[src/rtl/la_event_sched.sv]
// Logic-analyzer sequencer: timestamps pin-bus changes, queues them and
// serialises each event as a 3-byte frame over a valid/ready UART link.
module la_event_sched #(
  parameter int DEPTH    = 16,
  parameter int PRESCALE = 12
) (
  input  logic       clk,
  input  logic       reset,
  input  logic [6:0] pin,
  output logic [7:0] tx_data,
  output logic       tx_valid,
  input  logic       tx_ready,
  output logic       busy,
  output logic       overflow,
  output logic [1:0] state
);

  localparam int AW = $clog2(DEPTH);
  localparam int CW = AW + 1;
  localparam int PW = (PRESCALE > 1) ? $clog2(PRESCALE) : 1;
  localparam logic [12:0] DMAX = 13'h1FFF;

  typedef struct packed {
    logic [6:0]  pin;
    logic [12:0] delta;
    logic        ovf;
  } evt_t;

  typedef enum logic [1:0] {IDLE = 2'd0, S0 = 2'd1, S1 = 2'd2, S2 = 2'd3} state_t;

  // capture / timebase
  logic          armed;
  logic [6:0]    prev;
  logic [PW-1:0] presc;
  logic [12:0]   delta;

  // event queue
  evt_t          mem [DEPTH];
  logic [AW-1:0] wr_ptr, rd_ptr;
  logic [CW-1:0] count;
  evt_t          ev, head;

  // transmit side
  state_t        st, st_n;
  evt_t          hold, hold_n;
  logic [7:0]    tx_data_n;
  logic          tx_valid_n;

  logic change, pop, full, push, drop, tick, hs;

  assign change = armed && (pin != prev);
  assign pop    = (st == IDLE) && (count != '0);
  assign full   = (count == CW'(DEPTH));
  // a pop in the same cycle frees the slot the push needs
  assign push   = change && (!full || pop);
  assign drop   = change && full && !pop;
  assign tick   = (presc == PW'(PRESCALE - 1));
  assign hs     = tx_valid && tx_ready;

  assign ev    = '{pin: pin, delta: delta, ovf: overflow};
  assign head  = mem[rd_ptr];
  assign busy  = (count != '0) || (st != IDLE);
  assign state = st;

  always_ff @(posedge clk or posedge reset) begin
    if (reset) begin
      armed    <= 1'b0;
      prev     <= '0;
      presc    <= '0;
      delta    <= '0;
      overflow <= 1'b0;
    end else if (!armed) begin
      armed <= 1'b1;
      prev  <= pin;
      presc <= '0;
      delta <= '0;
    end else begin
      if (change) prev <= pin;
      // a dropped event leaves the timebase running so the next stamp
      // still spans back to the last event that made it into the queue
      if (push) begin
        presc <= '0;
        delta <= '0;
      end else if (tick) begin
        presc <= '0;
        if (delta != DMAX) delta <= delta + 13'd1;
      end else begin
        presc <= presc + PW'(1);
      end
      if (push)      overflow <= 1'b0;
      else if (drop) overflow <= 1'b1;
    end
  end

  always_ff @(posedge clk) begin
    if (push) mem[wr_ptr] <= ev;
  end

  always_ff @(posedge clk or posedge reset) begin
    if (reset) begin
      wr_ptr <= '0;
      rd_ptr <= '0;
      count  <= '0;
    end else begin
      if (push) wr_ptr <= wr_ptr + AW'(1);
      if (pop)  rd_ptr <= rd_ptr + AW'(1);
      case ({push, pop})
        2'b10:   count <= count + CW'(1);
        2'b01:   count <= count - CW'(1);
        default: count <= count;
      endcase
    end
  end

  always_ff @(posedge clk or posedge reset) begin
    if (reset) begin
      st       <= IDLE;
      hold     <= '0;
      tx_valid <= 1'b0;
      tx_data  <= '0;
    end else begin
      st       <= st_n;
      hold     <= hold_n;
      tx_valid <= tx_valid_n;
      tx_data  <= tx_data_n;
    end
  end

  always_comb begin
    st_n       = st;
    hold_n     = hold;
    tx_valid_n = tx_valid;
    tx_data_n  = tx_data;
    case (st)
      IDLE: if (count != '0) begin
        hold_n     = head;
        tx_valid_n = 1'b1;
        tx_data_n  = {1'b1, head.pin};
        st_n       = S0;
      end
      S0: if (hs) begin
        tx_data_n = {1'b0, hold.ovf, hold.delta[12:7]};
        st_n      = S1;
      end
      S1: if (hs) begin
        tx_data_n = {1'b0, hold.delta[6:0]};
        st_n      = S2;
      end
      S2: if (hs) begin
        tx_valid_n = 1'b0;
        st_n       = IDLE;
      end
      default: st_n = IDLE;
    endcase
  end

endmodule

[config.mk]
export PLATFORM = sky130hd
export DESIGN_NAME = la_event_sched
export DESIGN_NICKNAME = d
export VERILOG_FILES = /design/src/rtl/la_event_sched.sv
export SDC_FILE = /design/constraint.sdc
export NUM_CORES = 1
export LEC_CHECK = 0
export CELL_PAD_IN_SITES_DETAIL_PLACEMENT = 1
export CELL_PAD_IN_SITES_GLOBAL_PLACEMENT = 2
export CORE_ASPECT_RATIO = 1.4
export CORE_MARGIN = 3
export CORE_UTILIZATION = 49
export CTS_CLUSTER_DIAMETER = 200
export DETAILED_ROUTE_END_ITERATION = 7
export HOLD_SLACK_MARGIN = 0.06
export PLACE_DENSITY = 0.82
export SLEW_MARGIN = 20
export SYNTH_ARGS = -nofsm -noshare
export SYNTH_HDL_FRONTEND = slang
export SYNTH_SLANG_ARGS = --single-unit
[constraint.sdc]
create_clock -name clk -period 5.35 [get_ports clk]
set_clock_uncertainty 0.1 [all_clocks]
set_input_delay 0.8025 -clock clk [delete_from_list [all_inputs] [get_ports clk]]
set_output_delay 0.8025 -clock clk [all_outputs]
set_load 0.005 [all_outputs]
==> results of run 1 <==
[per-stage QoR]
stage	instances	total power, W	utilization, %	hold slack (ns)	setup WS (ns)
final	1299	0.00977	56.6	0.399	1.55
after global routing	1299	0.0102	56.6	0.415	1.28
after global placement	1228	0.00678	52.3	0.357	1.19
after CTS	1299	0.00985	56.6	0.410	1.56
after floorplan	831	0.00603	-	0.339	0.941
after detailed placement	1228	0.00697	52.3	0.400	1.02
[sequential cells by signal, indices dropped and copies added, names as in the netlist]
signal	count
armed	1
wr_ptr	4
count	5
tx_data	8
prev	7
presc	4
delta	13
state	2
overflow	1
rd_ptr	4
tx_valid	1
hold	14
mem	336
[Yosys cell counts, drive strengths merged (2+ instances only)]
cell / instances / area (um^2)
ha: 16 / 200
nor4: 5 / 31.3
xnor2: 13 / 114
nand2: 16 / 62.6
nor2: 34 / 128
nor2b: 3 / 18.8
nor4b: 4 / 35.0
mux4: 84 / 1890
inv: 16 / 60.1
nor3b: 8 / 87.6
a221oi: 6 / 52.6
nor3: 8 / 40.0
and2: 8 / 50.1
or2: 3 / 18.8
mux2: 18 / 203
buf: 28 / 171
xor2: 18 / 158
a22oi: 7 / 52.6
o21a: 2 / 15.0
nand2b: 2 / 12.5
a31oi: 2 / 12.5
dfrtp: 64 / 1600
clkbuf: 22 / 82.6
a21oi: 30 / 150
o21ai: 8 / 40.0
nand4: 4 / 25.0
a211oi: 3 / 22.5
edfxtp: 336 / 10100
mux2i: 16 / 160
o22ai: 28 / 175
nand3b: 2 / 15.0
nand3: 10 / 50.1
[metal layers]
layer / share of wire [%] / global-route usage (%) / up-vias
met5: 0 / 0 / -
met4: 2.7 / 6.89 / 0
met3: 4.2 / 2.82 / 69
met2: 55 / 41.5 / 236
met1: 38 / 28.8 / 4376
li1: - / - / 3396
[power by group through the flow]
stage	clock (W)	sequential [W]	combinational [W]
floorplan	0	0.00395	0.00208
detailed placement	0	0.00423	0.00275
finish	0.00286	0.00416	0.00275
CTS	0.00291	0.00417	0.00277
global placement	0	0.00418	0.00260
global route	0.00301	0.00421	0.00295
[area by class of cell]
type | instances | share of cell area, %
Inverter | 16 | 0.334
Clock inverter | 15 | 0.995
Multi-Input combinational cell | 365 | 21.9
Timing Repair Buffer | 52 | 2.48
Clock buffer | 56 | 6.52
Sequential cell | 400 | 65.0
Tap cell | 395 | 2.75
[path summary, 6_finish.rpt]
path                          start    endpoint  slack, ns  depth (start not counted)
max in group asynchronous     reset    delta[7]       3.48                          3
min in group asynchronous     reset     prev[3]       0.59                          2
hold / removal             presc[0]    presc[0]       0.40                          1
setup reg to reg           count[1]    count[2]       2.10                         10
setup / recovery             pin[4]  mem[11][1]       1.55                          8
hold reg to reg            presc[0]    presc[0]       0.40                          1
[worst max-delay path, stage by stage]
cell and delay (ns):
clkdlybuf4s50_1 0.85, xor2_1 0.24, nor4_1 0.11, a211o_1 0.36
buf_4 0.23, nor3b_1 0.36, and2_1 0.58, buf_4 0.36
[cells by family after synthesis]
kind of cell               after synthesis
DFF                                    400
and+or+nand+nor                        112
other                                    1
AOI/OAI and AO/OA                       87
xor gates and xnor gates                31
buffers and inverters                   66
adders and majority gates               16
muxes                                  118
==> out/metrics.yaml, run 1 <==
floorplan:
  die_h_um: 219
  die_area_mm2: 0.0346
  initial_core_util_pct: 50.0
  design.core.area_mm2: 0.0318
  die_x_um: 158
  io_pins: 23
  rows: 77
power:
  power.net_switching_w: 0.00300
  max-vdd-ir-drop_mv: 0.298
  powerDensity_mw_per_mm2: 543
  total_leakage_power_nw: 6.18
  comb_power_share_pct: 28.2
  p_int_w: 0.00677
  power_frac_seq_pct: 42.6
  p_sw_share_pct: 30.7
  p_clk_share_pct: 29.2
drt:
  drtPass1Iterations: 5
  initialDrtViolationCount: 741
  vias: 8077
  totalWireLength_um: 38600
  wl_per_cell_um: 29.7
  drcViolationCount: 0
  routed_via_density: 6.22
  ant_nets: 0
cts:
  clock_path_buffers: 3
  cts_post_setup_buffers_inserted: 0
  clk_pin_slew_ns: 0.06
  cts-root-buf: "clkbuf_16"
  cts_hold_buffers: 0
  cts_tree: "done"
  insertion_delay_ns: 0.53
  cts_resized: 0
  cts-buffers-inserted: 39
  clock_sinks: 400
  h-tree-depth: 2
worst_setup_path:
  start_kind: "input port"
  critPathArrivalTime_ns: 3.92
  worstPathRequired_ns: 5.47
  crit_fanout: 18
  crit_type: "in -> reg"
  cp-end-kind: "register"
yosys:
  synth_xor_area_share_pct: 1.71
  synth_area_mm2: 0.0159
  synth_top_family_by_area: "multiplexers"
  netlist_instances: 831
  synth_warnings: 0
  syn_area_per_cell_um2: 19.1
  ys.flop_type: "edfxtp_1"
  synthArstFlopShare_pct: 16.0
  muxShareOfSynthArea_pct: 14.2
  ys_ff_latch: 400
  yosys.area_share.simple_pct: 3.91
  synth-edff-count: 336
  synth_nets: 857
  ys_types: 46
  yosysSeqAreaShare_pct: 73.6
  synth_compound_area_share_pct: 3.33
  synthAdderAreaFrac_pct: 1.26
timing:
  worst-slew-pin-transition_ns: 1.01
  timing.fmax_mhz: 263
  rsz0062_at_grt: "false"
  hold_viol: 0
  slew_violations: 0
  period_minus_slack_ns: 3.80
  max_slew_margin_pct: 32.7
  tns_ns: 0
  post-route-period-util_pct: 71.0
  setup_viol: 0
hold_path:
  worstHoldPathType: "reg -> reg"
global_route:
  grtUsageTotal_pct: 22.9
  grt_max_degree: 48
  grt-ovfl-total: 0
  grt_pass1_wl_um: 57600
  grt_pass1_vias: 8886
  antenna_found_initial: 0
finish:
  final_cell_mix: "edfxtp_1 (336), mux4_2 (84), dfrtp_1 (61), clkbuf_16 (41)"
  drive_gt1_share_pct: 24.2
  syn_to_final_growth_pct: 13.2
  multi_input_area_mm2: 0.00394
  final_common_cell: "edfxtp_1"
  n_fill_cell: 2757
  nets: 900
  regArea_mm2: 0.0117
  final_area_mm2: 0.0180
  diodes: 0
outcome:
  status: "completed"
place:
  routabilityCongestion: 0.804
  io_buffers: 22
  placed_cell_area_mm2: 0.0166
  hpwl_um: 22600
flow_run:
  drv_cap: 0
Power figures use the tool's default switching activity.
==> run 2, diff against run 1 <==
--- a/config.mk
+++ b/config.mk
@@ -9,11 +9,11 @@
 export CELL_PAD_IN_SITES_GLOBAL_PLACEMENT = 2
 export CORE_ASPECT_RATIO = 1.4
 export CORE_MARGIN = 3
-export CORE_UTILIZATION = 49
+export CORE_UTILIZATION = 44
 export CTS_CLUSTER_DIAMETER = 200
 export DETAILED_ROUTE_END_ITERATION = 7
 export HOLD_SLACK_MARGIN = 0.06
-export PLACE_DENSITY = 0.82
+export PLACE_DENSITY = 0.78
 export SLEW_MARGIN = 20
 export SYNTH_ARGS = -nofsm -noshare
 export SYNTH_HDL_FRONTEND = slang
==> constraint.sdc (replaced) <==
create_clock -name clk -period 3 [get_ports clk]
set_clock_uncertainty 0.1 [all_clocks]
set_input_delay 0.45 -clock clk [delete_from_list [all_inputs] [get_ports clk]]
set_output_delay 0.45 -clock clk [all_outputs]
set_load 0.005 [all_outputs]
==> run 2 against run 1 <==
Global-route usage fell by 3.4 points. Largest power group unchanged. Highest routed layer unchanged. Clock power rose by 66%. Count of clock-buffer cells in the layout fell by 4.
==> out/metrics.yaml, run 2 (same netlist as run 1, synthesis figures left out) <==
cts:
  insertion_delay_ns: 0.54
  cts_tree: "done"
  clock_sinks: 400
  h-tree-depth: 2
  cts-buffers-inserted: 39
  cts_post_setup_buffers_inserted: 0
  clk_pin_slew_ns: 0.07
  cts-root-buf: "clkbuf_16"
  clock_path_buffers: 3
worst_setup_path:
  start_kind: "register"
  critPathArrivalTime_ns: 2.33
  crit_buf_inv: 2
  critical-path-top-delay-family: "simple AND/OR/NAND/NOR gates"
  crit_type: "reg -> out"
  worstPathCellList: "or4_4, nor3b_4, inv_1, clkdlybuf4s50_1"
  critPathMaxStageDelay_ns: 0.58
  critPathSlowestCell: "or4_4"
  crit_fanout: 4
  worstPathRequired_ns: 2.45
  cp-end-kind: "output port"
global_route:
  grtUsageTotal_pct: 19.6
  grt-ovfl-total: 0
  grt_pass1_vias: 8992
  grt_util_met1_pct: 22.7
  antenna_found_initial: 0
  grt_pass1_wl_um: 56800
  grt_max_degree: 47
  grt-busiest-layer: "met2"
  use_met2_pct: 36.7
  grt_use_met3_pct: 3.15
drt:
  routed_via_density: 5.71
  drtPass1Iterations: 5
  wl_per_cell_um: 26.1
  totalWireLength_um: 36600
  initialDrtViolationCount: 651
  ant_nets: 0
  vias: 7993
  drcViolationCount: 0
outcome:
  status: "completed"
finish:
  final_cell_mix: "edfxtp_1 (336), mux4_2 (84), dfrtp_1 (61), buf_4 (52), clkbuf_16 (39)"
  regMostFlops: "mem"
  largest_reg_flops: 336
  syn_to_final_growth_pct: 16.7
  top_regs: "mem (336), hold (14), delta (13)"
  nets: 942
  drive_gt1_share_pct: 26.9
  final_core_util_pct: 52.6
  diodes: 0
  final_common_cell: "edfxtp_1"
  n_fill_cell: 3187
timing:
  setup_viol: 0
  post-route-period-util_pct: 95.9
  holdWs_ns: 0.221
  rsz0062_at_grt: "false"
  tns_ns: 0
  slew_violations: 0
  hold_viol: 0
  period_minus_slack_ns: 2.88
  max_slew_margin_pct: 50.5
  worst-slew-pin-transition_ns: 0.742
  setup_ws_ns: 0.123
  timing.fmax_mhz: 348
power:
  powerDensity_mw_per_mm2: 933
  max-vdd-ir-drop_mv: 0.695
  total_leakage_power_nw: 6.39
  finalPower_w: 0.0173
floorplan:
  rows: 81
  die_x_um: 167
  design.core.area_mm2: 0.0353
  io_pins: 23
  initial_core_util_pct: 45.0
  die_h_um: 231
  die_area_mm2: 0.0385
place:
  io_buffers: 22
  hpwl_um: 22800
  pre_cts_slack_ns: -0.280
  routabilityCongestion: 0.778
hold_path:
  worstHoldPathType: "in -> async"
flow_run:
  drv_cap: 0
[run 2: cell types whose count changed in the layout (fill, tap and decap cells not counted), moves of 2 or more]
cell	previous run	this run
nor2_2	2	4
clkinv_4	0	2
nor4b_4	0	3
clkinv_1	2	5
clkbuf_8	9	6
buf_4	30	52
nor4b_2	3	0
nor2_4	2	0
clkinv_2	8	4
bufinv_16	4	2
buf_12	0	20
clkinvlp_4	0	4
nor4_2	2	0
clkbuf_16	41	39
[run 2: metrics by stage]
step | area, um^2 | std cells
2_1_floorplan | 15900 | 831
4_1_cts | 18500 | 1400
3_5_place_dp | 17300 | 1331
3_3_place_gp | 17300 | 1331
5_1_grt | 18500 | 1400
6_report | 18500 | 1400
[run 2: cell type report]
type                    instances  area [um^2]  area share [%]
inverters                      16         61.3           0.331
repair buffers                 94         1010            5.45
clock inverters                17          150           0.810
multi-input cells             365         3960            21.4
well taps                     456          571            3.08
clock buffers                  52         1080            5.85
flip-flops and latches        400        11700            63.1
[run 2: worst paths after layout]
| kind | cells after the start | start | slack, ns | end |
|---|---|---|---|---|
| setup / recovery | 4 | count[1] | 0.12 | busy |
| hold / removal | 2 | reset | 0.22 | wr_ptr[3] |
| setup reg to reg | 11 | count[1] | 0.13 | count[4] |
| hold reg to reg | 1 | presc[0] | 0.37 | presc[0] |
| max in group asynchronous | 3 | reset | 1.90 | presc[0] |
| min in group clk | 1 | presc[0] | 0.37 | presc[0] |
[run 2: metal layers]
layer  wire length [um]  part of all wire (%)
met2              20400                    56
met1              13600                    37
met3               1480                   4.0
met5                  0                     0
met4               1050                   2.9
[run 2: worst register-to-register path, cell delays in order, from the launching register on]
cell and delay, ns:
dfrtp_1 0.38, or4_4 0.58, nor3b_2 0.18, buf_4 0.16
a211o_1 0.21, ha_2 0.25, xor2_1 0.07, ha_1 0.22
o21a_1 0.17, o21ai_0 0.18, a21oi_1 0.12, xnor2_1 0.13
[run 2: timing repair]
action,4_1_cts,5_1_grt
gates resized for setup,0,1
hold buffers,0,0
setup endpoints to repair,0,1
[run 2: report_power, final]
group	switching, W	internal (W)
Clock	0.00202	0.00272
Combinational	0.00272	0.00258
Sequential	0.000547	0.00672
